`config.mk`:
```
export PLATFORM = sky130hd
export DESIGN_NAME = mem_arbiter
export DESIGN_NICKNAME = d
export VERILOG_FILES = /design/src/rtl/mem_arbiter.sv
export SDC_FILE = /design/constraint.sdc
export NUM_CORES = 1
export LEC_CHECK = 0
export BUFFER_PORTS_ARGS = -buffer_cell sky130_fd_sc_hd__buf_2
export CAP_MARGIN = 20
export CORE_MARGIN = 1
export CORE_UTILIZATION = 34
export DETAILED_ROUTE_END_ITERATION = 8
export GPL_ROUTABILITY_DRIVEN = 0
export PLACE_DENSITY = 0.69
export SLEW_MARGIN = 20
export SYNTH_ARGS = -nofsm -noshare
export SYNTH_HDL_FRONTEND = slang
export SYNTH_SLANG_ARGS = --single-unit
```
`constraint.sdc`:
```
create_clock -name clk -period 2.55 [get_ports clk]
set_clock_uncertainty 0.15 [all_clocks]
set_input_delay 0.51 -clock clk [delete_from_list [all_inputs] [get_ports clk]]
set_output_delay 0.51 -clock clk [all_outputs]
set_load 0.01 [all_outputs]
```
`src/rtl/mem_arbiter.sv`:
```
// Single-port memory arbiter between instruction fetch and load/store.
// Load/store has priority; a saturating starvation counter forces one fetch
// grant after STARVE_LIMIT consecutive load/store grants while fetch waits.
// Read responses return one cycle after the grant on mem_q.
module mem_arbiter #(
  parameter int WORD         = 32,
  parameter int ADDR         = 16,
  parameter int STARVE_LIMIT = 4
) (
  input  logic            clk,
  input  logic            reset,
  // fetch port
  input  logic            if_req,
  input  logic [ADDR-1:0] if_addr,
  input  logic            if_flush,
  output logic            if_gnt,
  output logic            if_rvalid,
  output logic [WORD-1:0] if_rdata,
  // load/store port
  input  logic            ls_req,
  input  logic            ls_we,
  input  logic [ADDR-1:0] ls_addr,
  input  logic [WORD-1:0] ls_wdata,
  output logic            ls_gnt,
  output logic            ls_rvalid,
  output logic [WORD-1:0] ls_rdata,
  // shared synchronous memory
  output logic [ADDR-1:0] mem_a,
  output logic            mem_w,
  output logic [WORD-1:0] mem_d,
  input  logic [WORD-1:0] mem_q
);

  localparam int CW = (STARVE_LIMIT < 1) ? 1 : $clog2(STARVE_LIMIT + 1);
  localparam logic [CW-1:0] LIMIT = CW'(STARVE_LIMIT);

  typedef enum logic [1:0] {
    IDLE  = 2'd0,
    IF_RD = 2'd1,
    LS_RD = 2'd2
  } owner_t;

  owner_t          state, state_nxt;
  logic [CW-1:0]   starve_cnt, starve_nxt;
  logic [ADDR-1:0] a_q;
  logic [WORD-1:0] d_q;
  logic            starve_ovr;

  // Grant decision: load/store first unless fetch has been starved too long
  always_comb begin
    starve_ovr = ~reset & if_req & ~if_flush & (starve_cnt == LIMIT);
    ls_gnt     = ls_req & ~reset & ~starve_ovr;
    if_gnt     = starve_ovr | (if_req & ~ls_req & ~if_flush & ~reset);
  end

  // Memory pin drive; address/data hold their last driven value when idle
  always_comb begin
    mem_a = a_q;
    mem_d = d_q;
    mem_w = 1'b0;
    if (if_gnt) begin
      mem_a = if_addr;
      mem_d = ls_wdata;
    end else if (ls_gnt) begin
      mem_a = ls_addr;
      mem_d = ls_wdata;
      mem_w = ls_we;
    end
  end

  // Next read owner and next starvation count
  always_comb begin
    state_nxt  = IDLE;
    starve_nxt = starve_cnt;
    if (if_gnt)
      state_nxt = IF_RD;
    else if (ls_gnt && !ls_we)
      state_nxt = LS_RD;

    if (if_gnt || !if_req)
      starve_nxt = '0;
    else if (ls_gnt && starve_cnt != LIMIT)
      starve_nxt = starve_cnt + CW'(1);
  end

  // State, counter and held memory address/data registers
  always_ff @(posedge clk) begin
    if (reset) begin
      state      <= IDLE;
      starve_cnt <= '0;
      a_q        <= '0;
      d_q        <= '0;
    end else begin
      state      <= state_nxt;
      starve_cnt <= starve_nxt;
      a_q        <= mem_a;
      d_q        <= mem_d;
    end
  end

  // Responses: reset discards in-flight reads, flush discards fetch data
  always_comb begin
    ls_rvalid = ~reset & (state == LS_RD);
    if_rvalid = ~reset & (state == IF_RD) & ~if_flush;
    ls_rdata  = mem_q;
    if_rdata  = mem_q;
  end

endmodule

```
=== After elaboration in Yosys (flattened, before gate mapping) ===
Index checks and enable logic that the tools add are counted.

* Bitwise logic cells: 16
* Reduce and logical (&&, ||, !) cells: 7
* Muxes and demuxes: 8
* Add/subtract/negate cells: 1
* Equality and inequality tests: 4

{| class="wikitable"
|+ Operators by type and width
! cell !! number
|-
| 32-bit 2-to-1 mux || 2
|-
| 16-bit 2-to-1 mux || 2
|-
| 1-bit AND || 11
|-
| 1-bit NOT || 4
|-
| 2-bit OR reduction || 2
|-
| 3-bit by 1-bit adder with 3-bit output (second input constant) || 1
|-
| 3-bit == test (second input constant) || 1
|-
| 1-bit 2-to-1 mux || 3
|-
| 3-bit != test (second input constant) || 1
|-
| 2-bit by 1-bit == test with 1-bit output (second input constant) || 1
|-
| 2-bit == test (second input constant) || 1
|-
| 1-bit logical AND || 2
|-
| 1-bit logical NOT || 2
|-
| 2-bit 2-to-1 mux || 1
|-
| 1-bit logical OR || 1
|-
| 1-bit bitwise OR || 1
|}

* Output and inout port bits: 117
* Word-level logic and storage cells: 41
* Bits in registers: 53
* Input bits: 102

=== Logic depth before layout (Yosys ltp) ===
* Depth after elaboration: 9
* Gate-level depth with buffers: 7
* Gate-level depth less buffers: 6

=== Least setup slack after synthesis ===
Ideal clock, no wire load.

* Path kind: register -> output
* Start point: register starve_cnt[0]
* End point: output mem_a[14]
* Path buffers: 1
* Stages on the path, launching flop included: 8
* Slack: 359 ps
* Data required time: 1890 ps
* Arrival: 1531 ps
* Cells stage by stage: dfxtp_1 inv_1 ha_1 and4b_4 nor2_4 buf_6 nor2_1 o31ai_1

* Longest elaborated chain between the ends: 6
* Elaborated cells on any way between the ends: 7
* Classes of those cells: 1 x eq/ne; 2 x mux; 4 x bitwise

{| class="wikitable"
|+ Ends and longest elaborated chain
! element !! line !! RTL
|-
| start, declared || 44 || <nowiki>logic [CW-1:0] starve_cnt, starve_nxt;</nowiki>
|-
| start signal, assigned || 95 || <nowiki>starve_cnt <= starve_nxt;</nowiki>
|-
| 3-bit == test || 51 || <nowiki>starve_ovr = ~reset & if_req & ~if_flush & (starve_cnt == LIMIT);</nowiki>
|-
| 1-bit AND || 51 ||
|-
| 1-bit NOT || 52 || <nowiki>ls_gnt = ls_req & ~reset & ~starve_ovr;</nowiki>
|-
| 1-bit AND || 52 ||
|-
| net ls_gnt || 24 || <nowiki>output logic ls_gnt,</nowiki>
|-
| 16-bit 2-to-1 mux || 64 || <nowiki>end else if (ls_gnt) begin</nowiki>
|-
| 16-bit 2-to-1 mux || 61 || <nowiki>if (if_gnt) begin</nowiki>
|-
| end, declared || 28 || <nowiki>output logic [ADDR-1:0] mem_a,</nowiki>
|}

The timed path passes the listed nets, and every way through them passes these cells.

=== Worst setup path in the final report ===
* Start point: register starve_cnt[0]
* End point: output mem_a[12]

* Longest elaborated chain between the ends: 6
* Elaborated cells on any way between the ends: 7
* Classes of those cells: 1 x eq/ne; 2 x mux; 4 x bitwise

{| class="wikitable"
|+ Ends and longest elaborated chain
! element !! line
|-
| 3-bit == test (*) || 51
|-
| 1-bit AND (*) || 51
|-
| 1-bit NOT || 52
|-
| 1-bit AND || 52
|-
| 16-bit 2-to-1 mux || 64
|-
| 16-bit 2-to-1 mux (*) || 61
|}

Mark *: on every way between the ends. The rest lies on a longest branch, timed or not.

==> impl_metrics.toml <==
[critical_path]
cp_data_arrival_time_ns = 1.89
cp_slowest_cell = "sky130_fd_sc_hd__dfxtp_2"
path_cells = "inv_2 > ha_4 > a21boi_4 > nor3b_4 > buf_4 > buf_6 > o31ai_2 > buf_2"
critical_path.startpoint = "starve_cnt[0]"
setup.worst_path.end_class = "output pin"
critical_path_fanouts_max = 6
timing.rr.start = "starve_cnt[0]"
cp_num_cells = 8
worst_setup_path_endpoint = "mem_a[12]"
worst_path_dominant_cell_family = "buffers and inverters"
r2r_end = "a_q[13]"
timing.critical_path.required_ns = 1.89
worstRegToRegCells = 7
cpPeakStageDelay_ns = 0.35
path_buf_inv = 4
start_kind = "flop"
worst_setup_path_type = "reg2out"
r2r_setup_slack_ns = 0.84

[final_layout]
mostFrequentLayoutCells = "sky130_fd_sc_hd__buf_2 (122), sky130_fd_sc_hd__dfxtp_1 (51), sky130_fd_sc_hd__nor2_1 (32), sky130_fd_sc_hd__and2_1 (32), sky130_fd_sc_hd__mux2_4 (30)"
layoutNonFillerInstCount = 481
design.final.nets = 479
antenna_cells = 0
area_growth_pct = 23.06
layout.cells.most_common = "sky130_fd_sc_hd__buf_2"
post_route_cells_drive_above_1_share_pct = 58.24

[logic_synthesis]
seq_area_frac_synth_pct = 35.69
synth_mux_area_share_pct = 16.25
postSynth.topFlopCell = "sky130_fd_sc_hd__dfxtp_1"
syn_inst = 303
proportion_of_register_bits_with_asynchronous_set_or_reset_after_synthesis_pct = 0
syn_area_per_cell_sq_um = 9.811
synth.net_count = 407
synth-xor-area-share_pct = 0.2946
synth_compound_area_share_pct = 10.86
yosys.area_share.simple_pct = 16.20
postSynthRegisterBits = 53
post_synth_fa_ha_maj_area_fraction_pct = 0.8418
yosysWarningCount = 0
synth_enable_flop_cells = 0
post_synth_instance_area_sq_um = 2973
synth_top_family_by_area = "buffers and inverters"
ys_types = 32

[detailed_routing]
drt-initial-drc-count = 28
drt-vias-per-instance = 4.911
detail-route-antenna-nets = 0
first_drt_pass_iteration_count = 4
vias = 2362
wl_per_cell_um = 14.96
remaining_drc_errors = 0
totalWireLength_um = 7194

[global_route]
grt_first_pass_wirelength_um = 10120
antenna_found_initial = 0
globalRouteTotalUtil_pct = 14.36
grt_overflow = 0
first_global_vias = 2249
grt_start_max_net_pins = 35

[floorplan]
die_w_um = 95.51
core_region_area_sq_um = 8341
initial_utilization_pct = 35.64
die_h_um = 95.51
floorplan.io_pins = 219
rows = 33
fp.dieArea_sq_um = 9121

[placed_design]
post_place_setup_slack_ns = 0.1005
buffer_ports.inserted = 122
placed_cells = 460
hpwlAfterDp_um = 4746

[min_path]
hold_path_class = "in2reg"

[outcome]
outcome = "finished, violations left"
failed_checks = "negative setup slack"

[clock_tree]
cts_sinks = 53
cts_root_buf = "sky130_fd_sc_hd__clkbuf_8"
hold_buffers = 0
cts_max_path_buffers = 2
insertion_delay_ns = 0.31
cts_tree = "yes"
number_of_h_tree_levels = 2
cts_buffers = 5
cts.clk_slew.worst_paths_ns = 0.11

[job]
drv.max_cap_violation_count = 0

[sta]
fmax_ghz = 0.3921
post-route-min-period_ns = 2.550
totalNegativeSetupSlack_ns = -0.0004439
max-slew-margin-rel_pct = 76.13
ratio_of_final_minimum_period_to_clock_period_pct = 100.0
tightest_slew_ns = 0.3568
post-route-worst-setup-slack_ns = -0.0004439
unrepaired_setup_endpoints_after_global_routing = "yes"
slew_viol_final = 0
final_hold_viol_count = 0
timing.final.setup_violations = 1

[power_and_ir_drop]
design_power_total_mw = 1.966
p_per_area_nw_per_um2 = 537.4
ir_drop_uv = 284.0
cellLeakagePower_nw = 1.755
final cells by class:
| cell class | count | area (sq um) |
|---|---|---|
| Timing Repair Buffer | 145 | 845.8 |
| Sequential cell | 53 | 1064 |
| Fill cell | 836 | 4682 |
| Tap cell | 105 | 131.4 |
| Multi-Input combinational cell | 167 | 1490 |
| Inverter | 3 | 11.26 |
| Clock buffer | 5 | 68.82 |
| Clock inverter | 3 | 47.55 |
state kept, by name, indices dropped and copies added (netlist names):
name / count
d_q: 32
a_q: 16
starve_cnt: 3
state: 2
worst register-to-register path, cell delays in order, from the launching register on:
cell and delay (ns):
sky130_fd_sc_hd__dfxtp_2 0.35, sky130_fd_sc_hd__inv_2 0.05, sky130_fd_sc_hd__ha_4 0.17, sky130_fd_sc_hd__and4b_4 0.20, sky130_fd_sc_hd__nor2_4 0.14, sky130_fd_sc_hd__buf_12 0.15, sky130_fd_sc_hd__nor2_2 0.06, sky130_fd_sc_hd__o41ai_1 0.33
per-stage QoR:
step / area, sq um / hold slack (ns) / utilization, %
final: 3659 / 0.2016 / 43.86
after global routing: 3659 / 0.2037 / 43.86
after detailed placement: 3254 / 0.3976 / 39.02
after floorplan: 2973 / 0.3405 / -
after global placement: 3254 / 0.3627 / 39.02
after CTS: 3448 / 0.1889 / 41.34
Yosys cell counts (2+ instances only):
cell | number | area (sq um)
sky130_fd_sc_hd__and2_1 | 32 | 200.2
sky130_fd_sc_hd__buf_2 | 7 | 35.03
sky130_fd_sc_hd__buf_4 | 64 | 480.5
sky130_fd_sc_hd__buf_6 | 4 | 45.04
sky130_fd_sc_hd__clkbuf_1 | 5 | 18.77
sky130_fd_sc_hd__dfxtp_1 | 53 | 1061
sky130_fd_sc_hd__ha_1 | 2 | 25.02
sky130_fd_sc_hd__inv_1 | 2 | 7.510
sky130_fd_sc_hd__mux2_2 | 2 | 22.52
sky130_fd_sc_hd__mux2_4 | 30 | 450.4
sky130_fd_sc_hd__nand2_1 | 16 | 60.06
sky130_fd_sc_hd__nor2_1 | 34 | 127.6
sky130_fd_sc_hd__nor3b_1 | 4 | 30.03
sky130_fd_sc_hd__o31ai_1 | 16 | 120.1
sky130_fd_sc_hd__o41ai_1 | 15 | 131.4
where the power goes:
group	internal (mW)	total (mW)	switching, mW
Combinational	0.249	0.466	0.217
Sequential	0.879	0.893	0.0145
Clock	0.300	0.607	0.307
Total	1.43	1.97	0.538
worst min path at each step:
stage                   from             to  cells past startpoint
2_1_floorplan  starve_cnt[1]  starve_cnt[1]                      2
3_3_place_gp   starve_cnt[1]  starve_cnt[1]                      2
3_5_place_dp   starve_cnt[2]  starve_cnt[2]                      1
4_1_cts                ls_we       state[1]                      2
5_1_grt                ls_we       state[1]                      2
6_report               ls_we       state[1]                      2
logic make-up after synthesis:
| group | after synthesis |
|---|---|
| multiplexers | 33 |
| AO/OA/AOI/OAI | 38 |
| buffers and inverters | 83 |
| adder cells (fa/ha/maj) | 2 |
| AND/OR/NAND/NOR | 93 |
| flip-flops | 53 |
| XOR/XNOR | 1 |
timing repair:
action                     in CTS  in global routing
gates cloned                    1                  2
buffers inserted                3                  8
pin swaps                       9                  5
resized for setup               7                 30
setup endpoints to repair      16                 23
per-layer routing:
metal / vias up / global-route usage [%] / share of wire (%)
met5: - / 0 / 0
met4: 0 / 7.214 / 3.0
met3: 34 / 3.987 / 6.3
met2: 95 / 23.45 / 49
met1: 1122 / 17.20 / 42
li1: 1111 / - / -
No activity file was read; power rests on OpenSTA's default activity.
